**src/rtl/irq_pending_unit_pkg.sv**
```systemverilog
// +--------------------------------------------------------------------+
// | irq_pkg : shared types and defaults for the IRQ pending front end   |
// | Rev 1.0                                                             |
// +--------------------------------------------------------------------+
`default_nettype none

package irq_pkg;
    localparam int IRQ_N            = 16;
    localparam int IRQ_SYNC_DEFAULT = 2;

    typedef logic [IRQ_N-1:0] irq_vec_t;
endpackage

`default_nettype wire

```
**src/rtl/irq_pending_unit_if.sv**
```systemverilog
// +--------------------------------------------------------------------+
// | irq_pending_unit_if : request/mask/clear bundle of the pending unit |
// | Rev 1.0                                                             |
// +--------------------------------------------------------------------+
`default_nettype none

interface irq_pending_unit_if
    import irq_pkg::*;
#(
    parameter int N = IRQ_N
);
    logic [N-1:0] irq_req_i;
    logic [N-1:0] mask_i;
    logic [N-1:0] irq_ret_i;
    logic [N-1:0] ovr_clr_i;
    logic [N-1:0] masked_irq_o;
    logic [N-1:0] pending_o;
    logic [N-1:0] overrun_o;

    modport slave (
        input  irq_req_i, mask_i, irq_ret_i, ovr_clr_i,
        output masked_irq_o, pending_o, overrun_o
    );

    modport master (
        output irq_req_i, mask_i, irq_ret_i, ovr_clr_i,
        input  masked_irq_o, pending_o, overrun_o
    );
endinterface

`default_nettype wire

```
**src/rtl/irq_pending_unit_sync.sv**
```systemverilog
// +--------------------------------------------------------------------+
// | irq_sync : WIDTH-bit, STAGES-deep async-reset synchroniser          |
// | Rev 1.0                                                             |
// +--------------------------------------------------------------------+
`default_nettype none

module irq_sync
    import irq_pkg::*;
#(
    parameter int WIDTH  = IRQ_N,
    parameter int STAGES = IRQ_SYNC_DEFAULT
) (
    input  wire logic             clk_i,
    input  wire logic             rst_ni,
    input  wire logic [WIDTH-1:0] d_i,
    output logic      [WIDTH-1:0] q_o
);
    logic [WIDTH-1:0] sync_q [STAGES];

    always_ff @(posedge clk_i or negedge rst_ni) begin
        if (!rst_ni) begin
            for (int s = 0; s < STAGES; s++) begin
                sync_q[s] <= '0;
            end
        end else begin
            sync_q[0] <= d_i;
            for (int s = 1; s < STAGES; s++) begin
                sync_q[s] <= sync_q[s-1];
            end
        end
    end

    assign q_o = sync_q[STAGES-1];
endmodule

`default_nettype wire

```
**src/rtl/irq_pending_unit.sv**
```systemverilog
// +--------------------------------------------------------------------+
// | irq_pending_unit : sync, edge/level detect, pending, overrun, mask  |
// | Rev 1.0                                                             |
// +--------------------------------------------------------------------+
`default_nettype none

module irq_pending_unit
    import irq_pkg::*;
#(
    parameter int               N_IRQ       = IRQ_N,
    parameter int               SYNC_STAGES = IRQ_SYNC_DEFAULT,
    parameter logic [N_IRQ-1:0] EDGE_MASK   = '0
) (
    input  wire logic         clk_i,
    input  wire logic         rst_ni,
    irq_pending_unit_if.slave bus
);
    logic [N_IRQ-1:0] sync_w;
    logic [N_IRQ-1:0] rise_w;
    logic [N_IRQ-1:0] prev_q;
    logic [N_IRQ-1:0] pending_q;
    logic [N_IRQ-1:0] pending_d;
    logic [N_IRQ-1:0] overrun_q;
    logic [N_IRQ-1:0] overrun_d;

    irq_sync #(
        .WIDTH  (N_IRQ),
        .STAGES (SYNC_STAGES)
    ) u_sync (
        .clk_i  (clk_i),
        .rst_ni (rst_ni),
        .d_i    (bus.irq_req_i),
        .q_o    (sync_w)
    );

    assign rise_w = sync_w & ~prev_q & EDGE_MASK;

    // Edge lines: a new edge beats a same-cycle clear; level lines just follow sync.
    always_comb begin
        pending_d = ((rise_w | (pending_q & ~bus.irq_ret_i)) & EDGE_MASK)
                  | (sync_w & ~EDGE_MASK);
        overrun_d = ((rise_w & pending_q & ~bus.irq_ret_i)
                  |  (overrun_q & ~bus.ovr_clr_i)) & EDGE_MASK;
    end

    always_ff @(posedge clk_i or negedge rst_ni) begin
        if (!rst_ni) begin
            prev_q    <= '0;
            pending_q <= '0;
            overrun_q <= '0;
        end else begin
            prev_q    <= sync_w;
            pending_q <= pending_d;
            overrun_q <= overrun_d;
        end
    end

    assign bus.pending_o    = pending_q;
    assign bus.overrun_o    = overrun_q;
    assign bus.masked_irq_o = pending_q & bus.mask_i;
endmodule

`default_nettype wire

```
**src/flat_wrapper.sv**
```systemverilog
// flat-port wrapper written by rule: the top's interface ports become plain ports
module irq_pending_unit_flat import irq_pkg::*;
#(
    parameter int               N_IRQ       = IRQ_N,
    parameter int               SYNC_STAGES = IRQ_SYNC_DEFAULT,
    parameter logic [N_IRQ-1:0] EDGE_MASK   = '0
)
  (clk_i, rst_ni, bus_irq_req_i, bus_mask_i, bus_irq_ret_i, bus_ovr_clr_i, bus_masked_irq_o, bus_pending_o, bus_overrun_o);
  irq_pending_unit_if #(.N(16)) bus_i ();
  input  wire logic clk_i;
  input  wire logic rst_ni;
  input wire logic [$bits(bus_i.irq_req_i)-1:0] bus_irq_req_i;
  input wire logic [$bits(bus_i.mask_i)-1:0] bus_mask_i;
  input wire logic [$bits(bus_i.irq_ret_i)-1:0] bus_irq_ret_i;
  input wire logic [$bits(bus_i.ovr_clr_i)-1:0] bus_ovr_clr_i;
  output wire logic [$bits(bus_i.masked_irq_o)-1:0] bus_masked_irq_o;
  output wire logic [$bits(bus_i.pending_o)-1:0] bus_pending_o;
  output wire logic [$bits(bus_i.overrun_o)-1:0] bus_overrun_o;
  assign bus_i.irq_req_i = bus_irq_req_i;
  assign bus_i.mask_i = bus_mask_i;
  assign bus_i.irq_ret_i = bus_irq_ret_i;
  assign bus_i.ovr_clr_i = bus_ovr_clr_i;
  assign bus_masked_irq_o = bus_i.masked_irq_o;
  assign bus_pending_o = bus_i.pending_o;
  assign bus_overrun_o = bus_i.overrun_o;
  irq_pending_unit #(.N_IRQ(N_IRQ), .SYNC_STAGES(SYNC_STAGES), .EDGE_MASK(EDGE_MASK)) u_core (.clk_i(clk_i), .rst_ni(rst_ni), .bus(bus_i));
endmodule
```
**config.mk**
```make
export PLATFORM = sky130hd
export DESIGN_NAME = irq_pending_unit_flat
export DESIGN_NICKNAME = d
export VERILOG_FILES = /design/src/rtl/irq_pending_unit_pkg.sv /design/src/rtl/irq_pending_unit_if.sv /design/src/rtl/irq_pending_unit_sync.sv /design/src/rtl/irq_pending_unit.sv /design/src/flat_wrapper.sv
export SDC_FILE = /design/constraint.sdc
export NUM_CORES = 1
export LEC_CHECK = 0
export BUFFER_PORTS_ARGS = -buffer_cell sky130_fd_sc_hd__buf_2
export CAP_MARGIN = 20
export CORE_UTILIZATION = 38
export CTS_BUF_LIST = sky130_fd_sc_hd__clkbuf_8 sky130_fd_sc_hd__clkbuf_16
export DETAILED_ROUTE_END_ITERATION = 6
export PLACE_DENSITY_LB_ADDON = 0.15
export SYNTH_ARGS = -nofsm -noshare
export SYNTH_HDL_FRONTEND = slang
export SYNTH_SLANG_ARGS = --single-unit
```
**constraint.sdc**
```tcl
create_clock -name clk_i -period 0.8 [get_ports clk_i]
set_input_delay 0.24 -clock clk_i [delete_from_list [all_inputs] [get_ports clk_i]]
set_output_delay 0.24 -clock clk_i [all_outputs]
set_load 0.05 [all_outputs]
```
==> results.ini <==
[layout]
layout-drive-gt1-share=0.688
instances_no_fill=203
diodes=0
layout.nets=222
final_area_um2=2210
area_growth_pct=55.1
utilization=0.637

[setup_path]
r2r-end=u_core.u_sync.q_o[10]
crit_fanout=2
crit_slowest_cell=dfrtp_2
startpoint_type=register
crit_family=flip-flops
r2r-start=u_core.u_sync.sync_q[26]
end_kind=output port
reg2reg_slack_ns=0.32
r2r_cells=0
worstPathCellList=and2_4 > buf_8
cp.arrival_ns=1.00
crit_buf_inv=1
crit_type=register to output port
cp.required_ns=0.56
max_stage_delay_ns=0.42

[floorplan]
die_y_um=63.2
pin_count=114
die-area_um2=4000
start_util=0.411
core_um2=3470
die_w_um=63.2
rows=21

[synth]
ys_seq_elements=48
syn_area_um2=1430
synth.distinct_cells=4
synthCells=81
yosysWarnings=0
synth_seq_area_share=0.843
synth.top_cell.area_share=0.843
synthTopCellsByArea=dfrtp_1, buf_4, and2_1
syn_avg_cell_area_um2=17.6
synth_top_area_cell=dfrtp_1

[sta]
maxSlewViolCount=0
worst_clock_skew_ns=0.00554
rsz0062_at_grt=yes
fin_crit_ns=1.24
setup_viol=32
fin_ws_ns=-0.443
finalSetupTns_ns=-11.81
fmax_mhz=805
post-route-period-util=1.55
hold_viol_final=0
holdWs_ns=0.0447

[job]
max-cap-violations=0

[cts]
htreeDepth=2
cts_tree=yes
path_clk_slew_ns=0.08
cts_inserted_buffers=5
cts.sinks=48
clockBufferDepth=2
insertion_delay_ns=0.29
cts_root_buffer=clkbuf_8

[global_route]
grt_usage=0.123
gr-total-overflow=0
antenna_found_initial=0
grt_first_pass_wirelength_um=3440
grt_pass1_vias=769
grt_max_degree=25

[power_and_ir_drop]
clkPwrFrac=0.286
leakage_uw=0.00109
intPower_uw=3570
seq_power_share=0.528
p_sw_uw=1360
p_sw_frac=0.276
combPwrFrac=0.186
vdd_drop_max_mv=1.27
power_density_nw_per_um2=2230

[detailed_routing]
remaining_drc_errors=0
drtIter0Drc=12
drtAntennaViolNets=0
firstDrtPassIters=4
vias=800
routed_wl_um=2240
wl_per_cell_um=11.0
vias_per_cell=3.94

[worst_hold_path]
hold_path.class=input pin to register
hold_depth=1
holdPathEnd=u_core.u_sync.sync_q[28]
min_from=bus_irq_req_i[12]

[placement]
hpwlAfterDp_um=1390
gp_congestion=0.661
numPlacedInstances=193
place_area_um2=1840
io_buffers=65

[outcome]
status=finished with violations
violations=negative setup slack

-- per-layer routing --
layer  global-route usage  share of wire  vias to the layer above
met4               0.0511          0.013                        0
met5                    0              0                        -
met1                0.110           0.32                      384
met2                0.227           0.58                       53
li1                     -              -                      360
met3               0.0634          0.092                        3
-- worst max-delay path by stage --
stage,end,slack (ns),start,depth (start not counted)
finish,bus_masked_irq_o[5],-0.44,u_core.bus.pending_o[5],2
global route,bus_masked_irq_o[14],-0.49,u_core.bus.pending_o[14],2
CTS,bus_masked_irq_o[9],-0.45,u_core.bus.pending_o[9],2
detailed placement,bus_masked_irq_o[3],-0.17,u_core.bus.pending_o[3],2
global placement,bus_masked_irq_o[9],-0.17,u_core.bus.pending_o[9],2
floorplan,bus_masked_irq_o[0],-0.22,u_core.bus.pending_o[0],1
-- synth_stat cells --
| cell | n |
|---|---|
| and2_1 | 16 |
| buf_4 | 16 |
| conb_1 | 1 |
| dfrtp_1 | 48 |
-- logic make-up after synthesis --
group                  count (synthesis)  synth area share
buffers and inverters                 16            0.0843
flip-flops                            48             0.843
other                                  1           0.00263
AND/OR/NAND/NOR                       16            0.0702
-- placed cells by master, fill, tap and decap left out --
| master | n |
|---|---|
| buf_8 | 16 |
| buf_2 | 33 |
| buf_6 | 15 |
| clkinv_2 | 2 |
| buf_12 | 2 |
| dfrtp_1 | 32 |
| conb_1 | 16 |
| and2_4 | 16 |
| clkbuf_8 | 6 |
| dlygate4sd3_1 | 1 |
| dfrtp_2 | 16 |
| buf_4 | 2 |
-- stage by stage --
| step | setup slack [ns] | total power, µW |
|---|---|---|
| finish | -0.443 | 4930 |
| global route | -0.488 | 5150 |
| CTS | -0.445 | 4980 |
| detailed placement | -0.173 | 3400 |
| global placement | -0.173 | 3380 |
| floorplan | -0.219 | 3230 |
-- what timing repair did --
| action | CTS | global route |
|---|---|---|
| resized for setup | 76 | 4 |
| hold buffers | 1 | 0 |
| setup endpoints to repair | 32 | 32 |
| pin swaps | 16 | 0 |
| hold endpoints to repair | 48 | 0 |
| buffers inserted | 0 | 1 |
-- power groups by stage --
| stage | Sequential (µW) | Clock [µW] | Combinational, µW |
|---|---|---|---|
| 2_1_floorplan | 2790 | 0 | 443 |
| 3_3_place_gp | 2630 | 0 | 749 |
| 3_5_place_dp | 2640 | 0 | 756 |
| 4_1_cts | 2600 | 1470 | 908 |
| 5_1_grt | 2620 | 1580 | 955 |
| 6_report | 2600 | 1410 | 919 |
-- sequential cells by signal, indices dropped and copies added, names as in the netlist --
register	cells
u_core.u_sync.sync_q	16
u_core.u_sync.q_o	16
u_core.bus.pending_o	16
-- area by class of cell --
class                           count  area (µm²)
Fill cell                         256        1260
Tap cell                           46        57.6
Clock buffer                        6        82.6
Timing Repair Buffer               69         639
Sequential cell                    48        1220
Multi-Input combinational cell     32         200
Clock inverter                      2        10.0
Note: power is estimated with default switching activity, not from simulation.
